--- src/rtl/ps2_key_fifo.sv ---
// ps2_key_fifo: PS/2 keyboard receiver feeding a small scan-code FIFO read by the CPU.
//
// Frames arriving on ps2_clk/ps2_data are synchronised, deserialised (start, 8 data bits
// LSB-first, odd parity, stop) and, if well formed, pushed into a DEPTH-entry byte FIFO.
// The CPU sees the FIFO head on key_data and pops one entry per rising edge of read_key.
//
// Ports:
//   clk        system clock
//   clrn       asynchronous active-low reset
//   ps2_clk    PS/2 clock pin (asynchronous)
//   ps2_data   PS/2 data pin (asynchronous)
//   read_key   level, high while the CPU addresses the key region
//   key_data   {23'h0, valid, byte} of the FIFO head, 0 when empty
//   ready      FIFO non-empty
//   overflow   sticky: a good frame was dropped because the FIFO was full
//   frame_err  one-cycle pulse per rejected or timed-out frame

module ps2_key_fifo #(
  parameter int unsigned DEPTH   = 8,
  parameter int unsigned AW      = 3,
  parameter int unsigned TIMEOUT = 20000
) (
  input  logic        clk,
  input  logic        clrn,
  input  logic        ps2_clk,
  input  logic        ps2_data,
  input  logic        read_key,
  output logic [31:0] key_data,
  output logic        ready,
  output logic        overflow,
  output logic        frame_err
);

  localparam int unsigned TW = (TIMEOUT > 2) ? $clog2(TIMEOUT) : 1;

  localparam logic [AW:0]   Full   = DEPTH[AW:0];
  localparam logic [AW:0]   CntOne = (AW + 1)'(1);
  localparam logic [AW-1:0] PtrOne = AW'(1);
  localparam logic [TW-1:0] TmoOne = TW'(1);
  localparam logic [TW-1:0] TmoMax = TW'(TIMEOUT - 1);

  typedef enum logic [2:0] {
    StIdle,
    StRecv,
    StParity,
    StStop,
    StCheck
  } state_e;

  // Synchronisers: bit 0 is the first stage, bit 2 the third.
  logic [2:0] ps2c_q;
  logic [2:0] ps2d_q;
  logic       fall;
  logic       rx_bit;

  state_e          state_q, state_d;
  logic [7:0]      sr_q, sr_d;
  logic [3:0]      bitcnt_q, bitcnt_d;
  logic            par_q, par_d;
  logic            stop_q, stop_d;
  logic [TW-1:0]   tmo_q, tmo_d;
  logic            frame_good;
  logic            frame_bad;

  logic [7:0]      mem_q [DEPTH];
  logic [AW-1:0]   wptr_q, wptr_d;
  logic [AW-1:0]   rptr_q, rptr_d;
  logic [AW:0]     count_q, count_d;
  logic            prev_read_q;
  logic            overflow_q, overflow_d;
  logic            frame_err_q;

  logic            pop;
  logic            push_ok;
  logic            drop;

  // Falling edge of the synced PS/2 clock; data is taken from the fully synced stage,
  // which the keyboard holds stable well around the clock edge.
  assign fall   = ps2c_q[2] & ~ps2c_q[1];
  assign rx_bit = ps2d_q[2];

  always_ff @(posedge clk or negedge clrn) begin
    if (!clrn) begin
      ps2c_q <= '0;
      ps2d_q <= '0;
    end else begin
      ps2c_q <= {ps2c_q[1:0], ps2_clk};
      ps2d_q <= {ps2d_q[1:0], ps2_data};
    end
  end

  // Receiver next-state.
  always_comb begin
    state_d    = state_q;
    sr_d       = sr_q;
    bitcnt_d   = bitcnt_q;
    par_d      = par_q;
    stop_d     = stop_q;
    tmo_d      = '0;
    frame_good = 1'b0;
    frame_bad  = 1'b0;

    unique case (state_q)
      StIdle: begin
        if (fall && !rx_bit) begin
          state_d  = StRecv;
          bitcnt_d = '0;
        end
      end
      StRecv: begin
        if (fall) begin
          sr_d     = {rx_bit, sr_q[7:1]};
          bitcnt_d = bitcnt_q + 4'd1;
          if (bitcnt_q == 4'd7) state_d = StParity;
        end
      end
      StParity: begin
        if (fall) begin
          par_d   = rx_bit;
          state_d = StStop;
        end
      end
      StStop: begin
        if (fall) begin
          stop_d  = rx_bit;
          state_d = StCheck;
        end
      end
      StCheck: begin
        state_d = StIdle;
        // Odd parity over data + parity bit, and the stop bit must be high.
        if (stop_q && ^{sr_q, par_q}) frame_good = 1'b1;
        else                          frame_bad  = 1'b1;
      end
      default: state_d = StIdle;
    endcase

    // Mid-frame watchdog: a stalled keyboard must not wedge the receiver.
    if (state_q == StRecv || state_q == StParity || state_q == StStop) begin
      if (fall) begin
        tmo_d = '0;
      end else if (tmo_q == TmoMax) begin
        tmo_d     = '0;
        state_d   = StIdle;
        frame_bad = 1'b1;
      end else begin
        tmo_d = tmo_q + TmoOne;
      end
    end
  end

  always_ff @(posedge clk or negedge clrn) begin
    if (!clrn) begin
      state_q  <= StIdle;
      sr_q     <= '0;
      bitcnt_q <= '0;
      par_q    <= 1'b0;
      stop_q   <= 1'b0;
      tmo_q    <= '0;
    end else begin
      state_q  <= state_d;
      sr_q     <= sr_d;
      bitcnt_q <= bitcnt_d;
      par_q    <= par_d;
      stop_q   <= stop_d;
      tmo_q    <= tmo_d;
    end
  end

  // FIFO control. A pop in the same cycle frees a slot, so a push into a full FIFO
  // is still accepted when the CPU reads at that moment.
  always_comb begin
    pop        = read_key & ~prev_read_q & (count_q != '0);
    push_ok    = frame_good & ((count_q != Full) | pop);
    drop       = frame_good & (count_q == Full) & ~pop;
    overflow_d = overflow_q | drop;
    wptr_d     = push_ok ? wptr_q + PtrOne : wptr_q;
    rptr_d     = pop ? rptr_q + PtrOne : rptr_q;
    count_d    = count_q;
    if (push_ok && !pop)      count_d = count_q + CntOne;
    else if (!push_ok && pop) count_d = count_q - CntOne;
  end

  always_ff @(posedge clk or negedge clrn) begin
    if (!clrn) begin
      wptr_q      <= '0;
      rptr_q      <= '0;
      count_q     <= '0;
      prev_read_q <= 1'b0;
      overflow_q  <= 1'b0;
      frame_err_q <= 1'b0;
    end else begin
      wptr_q      <= wptr_d;
      rptr_q      <= rptr_d;
      count_q     <= count_d;
      prev_read_q <= read_key;
      overflow_q  <= overflow_d;
      frame_err_q <= frame_bad;
    end
  end

  // Storage needs no reset: key_data is gated by count.
  always_ff @(posedge clk) begin
    if (push_ok) mem_q[wptr_q] <= sr_q;
  end

  always_comb begin
    key_data = '0;
    if (count_q != '0) key_data = {23'h0, 1'b1, mem_q[rptr_q]};
  end

  assign ready     = (count_q != '0);
  assign overflow  = overflow_q;
  assign frame_err = frame_err_q;

endmodule
--- config.mk ---
export PLATFORM = sky130hd
export DESIGN_NAME = ps2_key_fifo
export DESIGN_NICKNAME = d
export VERILOG_FILES = /design/src/rtl/ps2_key_fifo.sv
export SDC_FILE = /design/constraint.sdc
export NUM_CORES = 1
export LEC_CHECK = 0
export CAP_MARGIN = 5
export CORE_UTILIZATION = 60
export CTS_CLUSTER_SIZE = 30
export DETAILED_ROUTE_END_ITERATION = 8
export PLACE_DENSITY = 0.84
export SYNTH_ARGS = -nofsm -noshare
export SYNTH_HDL_FRONTEND = slang
export SYNTH_SLANG_ARGS = --single-unit
--- constraint.sdc ---
create_clock -name clk -period 7.2 [get_ports clk]
set_input_delay 1.8 -clock clk [delete_from_list [all_inputs] [get_ports clk]]
set_output_delay 1.8 -clock clk [all_outputs]
set_load 0.01 [all_outputs]
* Word-level counts from Yosys, hierarchy flattened
Memories as Yosys holds them, arrays and structs flattened. Index checks and enable logic that the tools add are counted. Widths: inputs -> output; s select.
Cells by class: multiply operators 0, shift-type cells 0, $lt $le $gt $ge 0, mux-type cells 27, add/sub/neg operators 6, bitwise logic cells 11, reductions and logical operators 18, divide/modulo/power cells 0, equality and inequality tests 10
Operators by type and width (number):
- $mux 15 | 3
- $mux 3 | 8
- $mux 4 | 4
- $add 15x1->15 const B | 1
- $eq 15x15->1 const B | 1
- $pmux 3 s4 | 1
- $mux 1 | 9
- $mux 9 | 1
- $reduce_xor 9->1 | 1
- $add 4x1->4 const B | 2
- $pmux 4 s2 | 1
- $add 3x1->3 const B | 2
- $and 1x1->1 | 6
- $eq 3x2->1 const B | 2
- $reduce_and 2->1 | 3
- $eq 4x3->1 const B | 1
- $eq 4x4->1 const B | 1
- $logic_and 1x1->1 | 4
- $ne 2x2->1 const B | 2
- $ne 4x4->1 const B | 1
- $reduce_bool 2->1 | 2
- $reduce_bool 4->1 | 1
- $sub 4x1->4 const B | 1
- $eq 3x1->1 const B | 1
- other kinds (7) | 13
Word-level totals: bits in registers 51, output and inout bits 35, memories 1, bits in writable memories 64, latch bits 0, bits in read-only memories 0, word-level logic and storage cells 87
Memories:
- mem_q | words 8, bits a word 8, read ports 1, clocked after memory_dff 0, wr ports 1, RTL line 65 | logic [7:0] mem_q [DEPTH];

* Depth between registers and ports, before layout
depth in word-level cells 9, gate-level depth with buffers 14

* Worst setup path before layout
Ideal clock, no wire load.
path kind input-to-reg, from input read_key, to memory mem_q[1][0], enable pin, library setup time 398 ps, stages 5, arrival time 3220 ps, slack 3582 ps, path through nand2b_1 nand3_1 and3_1 nand2_4 nor4b_1
Between the ends: cells in the longest elaborated chain, start to end 6
Ends and longest elaborated chain:
- start: declaration | RTL line 27 | input logic read_key,
- $and 1x1->1 (2 in a row) | RTL line 173 | pop = read_key & ~prev_read_q & (count_q != '0);
- $or 1x1->1 | RTL line 174 | push_ok = frame_good & ((count_q != Full) | pop);
- $and 1x1->1 | RTL line 174
- $mux 1 | RTL line 204 | if (push_ok) mem_q[wptr_q] <= sr_q;
- $mux 1 (not written as such) | RTL line 204
- end: declaration | RTL line 65
No other way between the ends.

* Worst setup path in the final report
from register rptr_q[0], to output key_data[7]
Between the ends: cells in the longest elaborated chain, start to end 2
Ends and longest elaborated chain:
- start: declaration | RTL line 67 | logic [AW-1:0] rptr_q, rptr_d;
- start signal: assignment | RTL line 194 | rptr_q <= rptr_d;
- $mem_v2 8x8
- $mux 9 | RTL line 209 | if (count_q != '0) key_data = {23'h0, 1'b1, mem_q[rptr_q]};
- end: declaration | RTL line 28 | output logic [31:0] key_data,
No other way between the ends.

==> metrics.txt <==
# TYPE chip_impl_metric gauge
chip_impl_metric{name="worst_slew_pin_slew",unit="ns"} 1.12
chip_impl_metric{name="power.density",unit="nW/um^2"} 420
chip_impl_metric{name="worst_hold_path.num_cells",unit=""} 0
chip_impl_metric{name="floorplan.initialDensity",unit=""} 0.635
chip_impl_metric{name="postLayoutSetupSlackWorst",unit="ns"} 2.45
chip_impl_metric{name="finalSetupViolCount",unit=""} 0
chip_impl_metric{name="clk_pin_slew",unit="ns"} 0.06
chip_impl_info{name="worstHoldStart",value="ps2d_q[0]$_DFF_PN0_"} 1
chip_impl_metric{name="diodes",unit=""} 0
chip_impl_info{name="post_synth_most_frequent_cells",value="edfxtp_1, dfrtp_1, nor2_1, buf_4, xnor2_1"} 1
chip_impl_metric{name="synth.avg_cell_area",unit="sq um"} 14.6
chip_impl_metric{name="timing.hold.ws",unit="ns"} 0.351
chip_impl_metric{name="timing.final.crit_period",unit="ns"} 4.75
chip_impl_metric{name="detailed_place.area",unit="sq um"} 5210
chip_impl_metric{name="setup_slack_of_the_most_critical_reg_to_reg_path",unit="ns"} 3.97
chip_impl_metric{name="detail_route.wirelength",unit="mm"} 9.14
chip_impl_metric{name="grt_use_total",unit=""} 0.239
chip_impl_metric{name="tns",unit="ns"} 0
chip_impl_metric{name="remaining_drc_errors",unit=""} 0
chip_impl_info{name="r2r_end",value="count_q[3]$_DFFE_PN0P_"} 1
chip_impl_metric{name="dp_worst_setup_slack",unit="ns"} 2.86
chip_impl_metric{name="synthesized_flop_and_latch_total",unit=""} 115
chip_impl_metric{name="ys_seq_area_frac",unit=""} 0.638
chip_impl_metric{name="synthToLayoutAreaGrowth",unit="%"} 15.8
chip_impl_metric{name="cp.arrival",unit="ns"} 2.95
chip_impl_info{name="holdCritPathClass",value="flop to flop"} 1
chip_impl_info{name="worstSetupStartpoint",value="rptr_q[0]$_DFFE_PN0N_"} 1
chip_impl_metric{name="cts.repair.resized",unit=""} 0
chip_impl_info{name="unrepaired_setup_endpoints_after_global_routing",value="false"} 1
chip_impl_metric{name="clock_sink_count",unit=""} 115
chip_impl_metric{name="cts.htree.levels",unit=""} 4
chip_impl_metric{name="avgViaCountPerCell",unit=""} 5.68
chip_impl_metric{name="ys_types",unit=""} 44
chip_impl_info{name="count_leader_synth",value="edfxtp_1"} 1
chip_impl_info{name="status",value="finished, final reports clean"} 1
chip_impl_metric{name="irDropWorstVdd",unit="V"} 0.000245
chip_impl_metric{name="post_route_cells_drive_above_1_share",unit=""} 0.186
chip_impl_metric{name="antenna_violations_before_repair",unit=""} 0
chip_impl_metric{name="netlist.area_leader.share",unit=""} 0.384
chip_impl_info{name="timing.rr.start",value="count_q[0]$_DFFE_PN0P_"} 1
chip_impl_metric{name="via_count_of_the_first_global_routing_pass",unit=""} 2906
chip_impl_metric{name="finalWeightedCongestion",unit=""} 0.737
chip_impl_info{name="worst_setup_path_end_kind",value="output port"} 1
chip_impl_metric{name="first_iter_violations",unit=""} 226
chip_impl_info{name="startpoint_type_of_the_worst_setup_path",value="flop"} 1
chip_impl_metric{name="grt_overflow_total",unit=""} 0
chip_impl_metric{name="clock.fmax",unit="MHz"} 210
chip_impl_metric{name="worstRegToRegCells",unit=""} 11
chip_impl_metric{name="crit_path_max_fanout",unit=""} 18
chip_impl_metric{name="relSlewSlack",unit=""} 0.255
chip_impl_info{name="clock_tree.root_cell",value="clkbuf_8"} 1
chip_impl_metric{name="pin_count_of_the_biggest_net_entering_global_routing",unit=""} 52
chip_impl_metric{name="die_w",unit="microns"} 93.4
chip_impl_metric{name="core_region_area",unit="sq um"} 7890
chip_impl_metric{name="grt_first_pass_wirelength",unit="mm"} 14.8
chip_impl_metric{name="drv.max_cap_violation_count",unit=""} 0
chip_impl_metric{name="asyncSetResetFlopFracSynth",unit=""} 0.443
chip_impl_metric{name="clock_insertion_delay_at_the_later_pin_of_the_skew_report",unit="ns"} 0.51
chip_impl_metric{name="chipHeight",unit="microns"} 93.4
chip_impl_info{name="synth_largest_area_cell",value="edfxtp_1"} 1
chip_impl_metric{name="layout.nets",unit=""} 388
chip_impl_metric{name="final-max-slew-violation-count",unit=""} 0
chip_impl_metric{name="dp_hpwl",unit="mm"} 5.33
chip_impl_metric{name="ant_nets",unit=""} 0
chip_impl_metric{name="std_cell_rows",unit=""} 32
chip_impl_metric{name="postLayoutCellArea",unit="sq um"} 5800
chip_impl_info{name="synth_area_leaders",value="edfxtp_1, dfrtp_1, mux4_2"} 1
chip_impl_metric{name="yosysWarnings",unit=""} 0
chip_impl_info{name="ys_dominant_reg_cell",value="edfxtp_1"} 1
chip_impl_metric{name="post_synth_instance_area",unit="sq um"} 5010
chip_impl_metric{name="design.portCount",unit=""} 40
chip_impl_info{name="tritoncts",value="done"} 1
chip_impl_metric{name="layout.core_utilization",unit=""} 0.736
chip_impl_metric{name="detailedRoute.firstPassIterationCount",unit=""} 4
chip_impl_metric{name="cts_hold_buffers",unit=""} 0
chip_impl_metric{name="skew",unit="ns"} 0.00589
chip_impl_metric{name="synth_edf_count",unit=""} 64
chip_impl_metric{name="tritoncts.num_buffers",unit=""} 17
chip_impl_metric{name="via_count",unit=""} 2784
chip_impl_metric{name="share_of_the_clock_period_used_by_the_worst_path_after_layout",unit=""} 0.660
chip_impl_metric{name="worst_ep_required_time",unit="ns"} 5.40
chip_impl_metric{name="cts.repair_timing.setup_buffer_count",unit=""} 0
chip_impl_metric{name="port-buffer-count",unit=""} 16
chip_impl_metric{name="p_leak",unit="nW"} 2.29
chip_impl_metric{name="hold_viol_final",unit=""} 0
chip_impl_info{name="critPathCapture",value="key_data[7]"} 1
chip_impl_info{name="category_of_the_most_critical_setup_path",value="flop to output port"} 1
chip_impl_metric{name="floorplan.die_area",unit="sq um"} 8720
chip_impl_metric{name="clock_tree.buffer_depth",unit=""} 2
chip_impl_metric{name="drt-wirelength-per-cell",unit="microns"} 18.6
chip_impl_metric{name="syn-instance-count",unit=""} 344
[how the worst min path moves through the flow]
stage               slack, ns                  end
floorplan                0.33  ps2c_q[1]$_DFF_PN0_
CTS                      0.36  ps2d_q[1]$_DFF_PN0_
finish                   0.35  ps2d_q[1]$_DFF_PN0_
detailed placement       0.35  ps2c_q[1]$_DFF_PN0_
global route             0.36  ps2d_q[1]$_DFF_PN0_
global placement         0.33  ps2d_q[1]$_DFF_PN0_
[final cells by class]
class	instances	area, sq um
sequential	115	3200
fill	478	2090
multi-input combinational	210	1650
clock buffer	17	414
timing repair buffer	22	200
clock inverter	15	181
tap	102	128
inverter	9	33.8
[sequential cells by signal, summed over array words and instances, names as in the netlist, 3 cells and up]
| signal | count |
|---|---|
| wptr_q | 3 |
| ps2d_q | 3 |
| count_q | 4 |
| bitcnt_q | 4 |
| sr_q | 8 |
| rptr_q | 3 |
| state_q | 3 |
| tmo_q | 15 |
| mem_q | 64 |
| ps2c_q | 3 |
[report_power, final]
part / internal [mW] / leakage [nW] / switching (mW)
Clock: 0.529 / 0.278 / 0.304
Sequential: 0.812 / 1.23 / 0.178
Combinational: 0.358 / 0.785 / 0.257
Total: 1.70 / 2.29 / 0.739
[worst max-delay path: stages (launching register included)]
cell and delay (ns):
dfrtp_1 1.05, mux4_2 0.61, mux2i_1 0.18, nor2_1 0.08, clkdlybuf4s50_1 0.52
[layout by cell type (no fill, tap or decap), drive strengths merged, types with 2 or more instances in the layout]
cell type / count
clkdlybuf4s50: 15
mux2: 12
xnor2: 21
nand2: 16
bufinv: 3
a21oi: 2
nand3: 11
clkinvlp: 5
nor3: 9
nor3b: 2
dfrtp: 51
mux2i: 9
edfxtp: 64
xor2: 6
or3: 2
nand2b: 4
clkinv: 3
nor4b: 2
clkbuf: 17
o21a: 2
nor2: 36
inv: 13
conb: 23
buf: 7
o21ai: 7
mux4: 16
nor4: 5
ha: 7
and3: 7
[cells by family (layout without fill, tap and decap cells)]
| group | after synthesis | count (layout) | share of synthesized area |
|---|---|---|---|
| XOR/XNOR | 28 | 28 | 0.0572 |
| multiplexers | 37 | 37 | 0.118 |
| flip-flops | 115 | 115 | 0.638 |
| adder cells (fa/ha/maj) | 8 | 8 | 0.0215 |
| other | 1 | 23 | 0.000749 |
| AO/OA/AOI/OAI | 17 | 17 | 0.0207 |
| AND/OR/NAND/NOR | 97 | 97 | 0.0944 |
| buffers and inverters | 41 | 63 | 0.0494 |
[per-layer routing]
layer / vias to the layer above / part of all wire / GRT usage
met1: 1373 / 0.40 / 0.283
met2: 119 / 0.52 / 0.401
met5: - / 0 / 0
met3: 23 / 0.051 / 0.0667
met4: 0 / 0.026 / 0.118
li1: 1269 / - / -
[through the flow]
stage / instances / power, mW
global route: 490 / 2.54
global placement: 458 / 1.57
CTS: 490 / 2.45
floorplan: 366 / 1.43
detailed placement: 458 / 1.60
finish: 490 / 2.44
(Power assumes the default switching activity.)
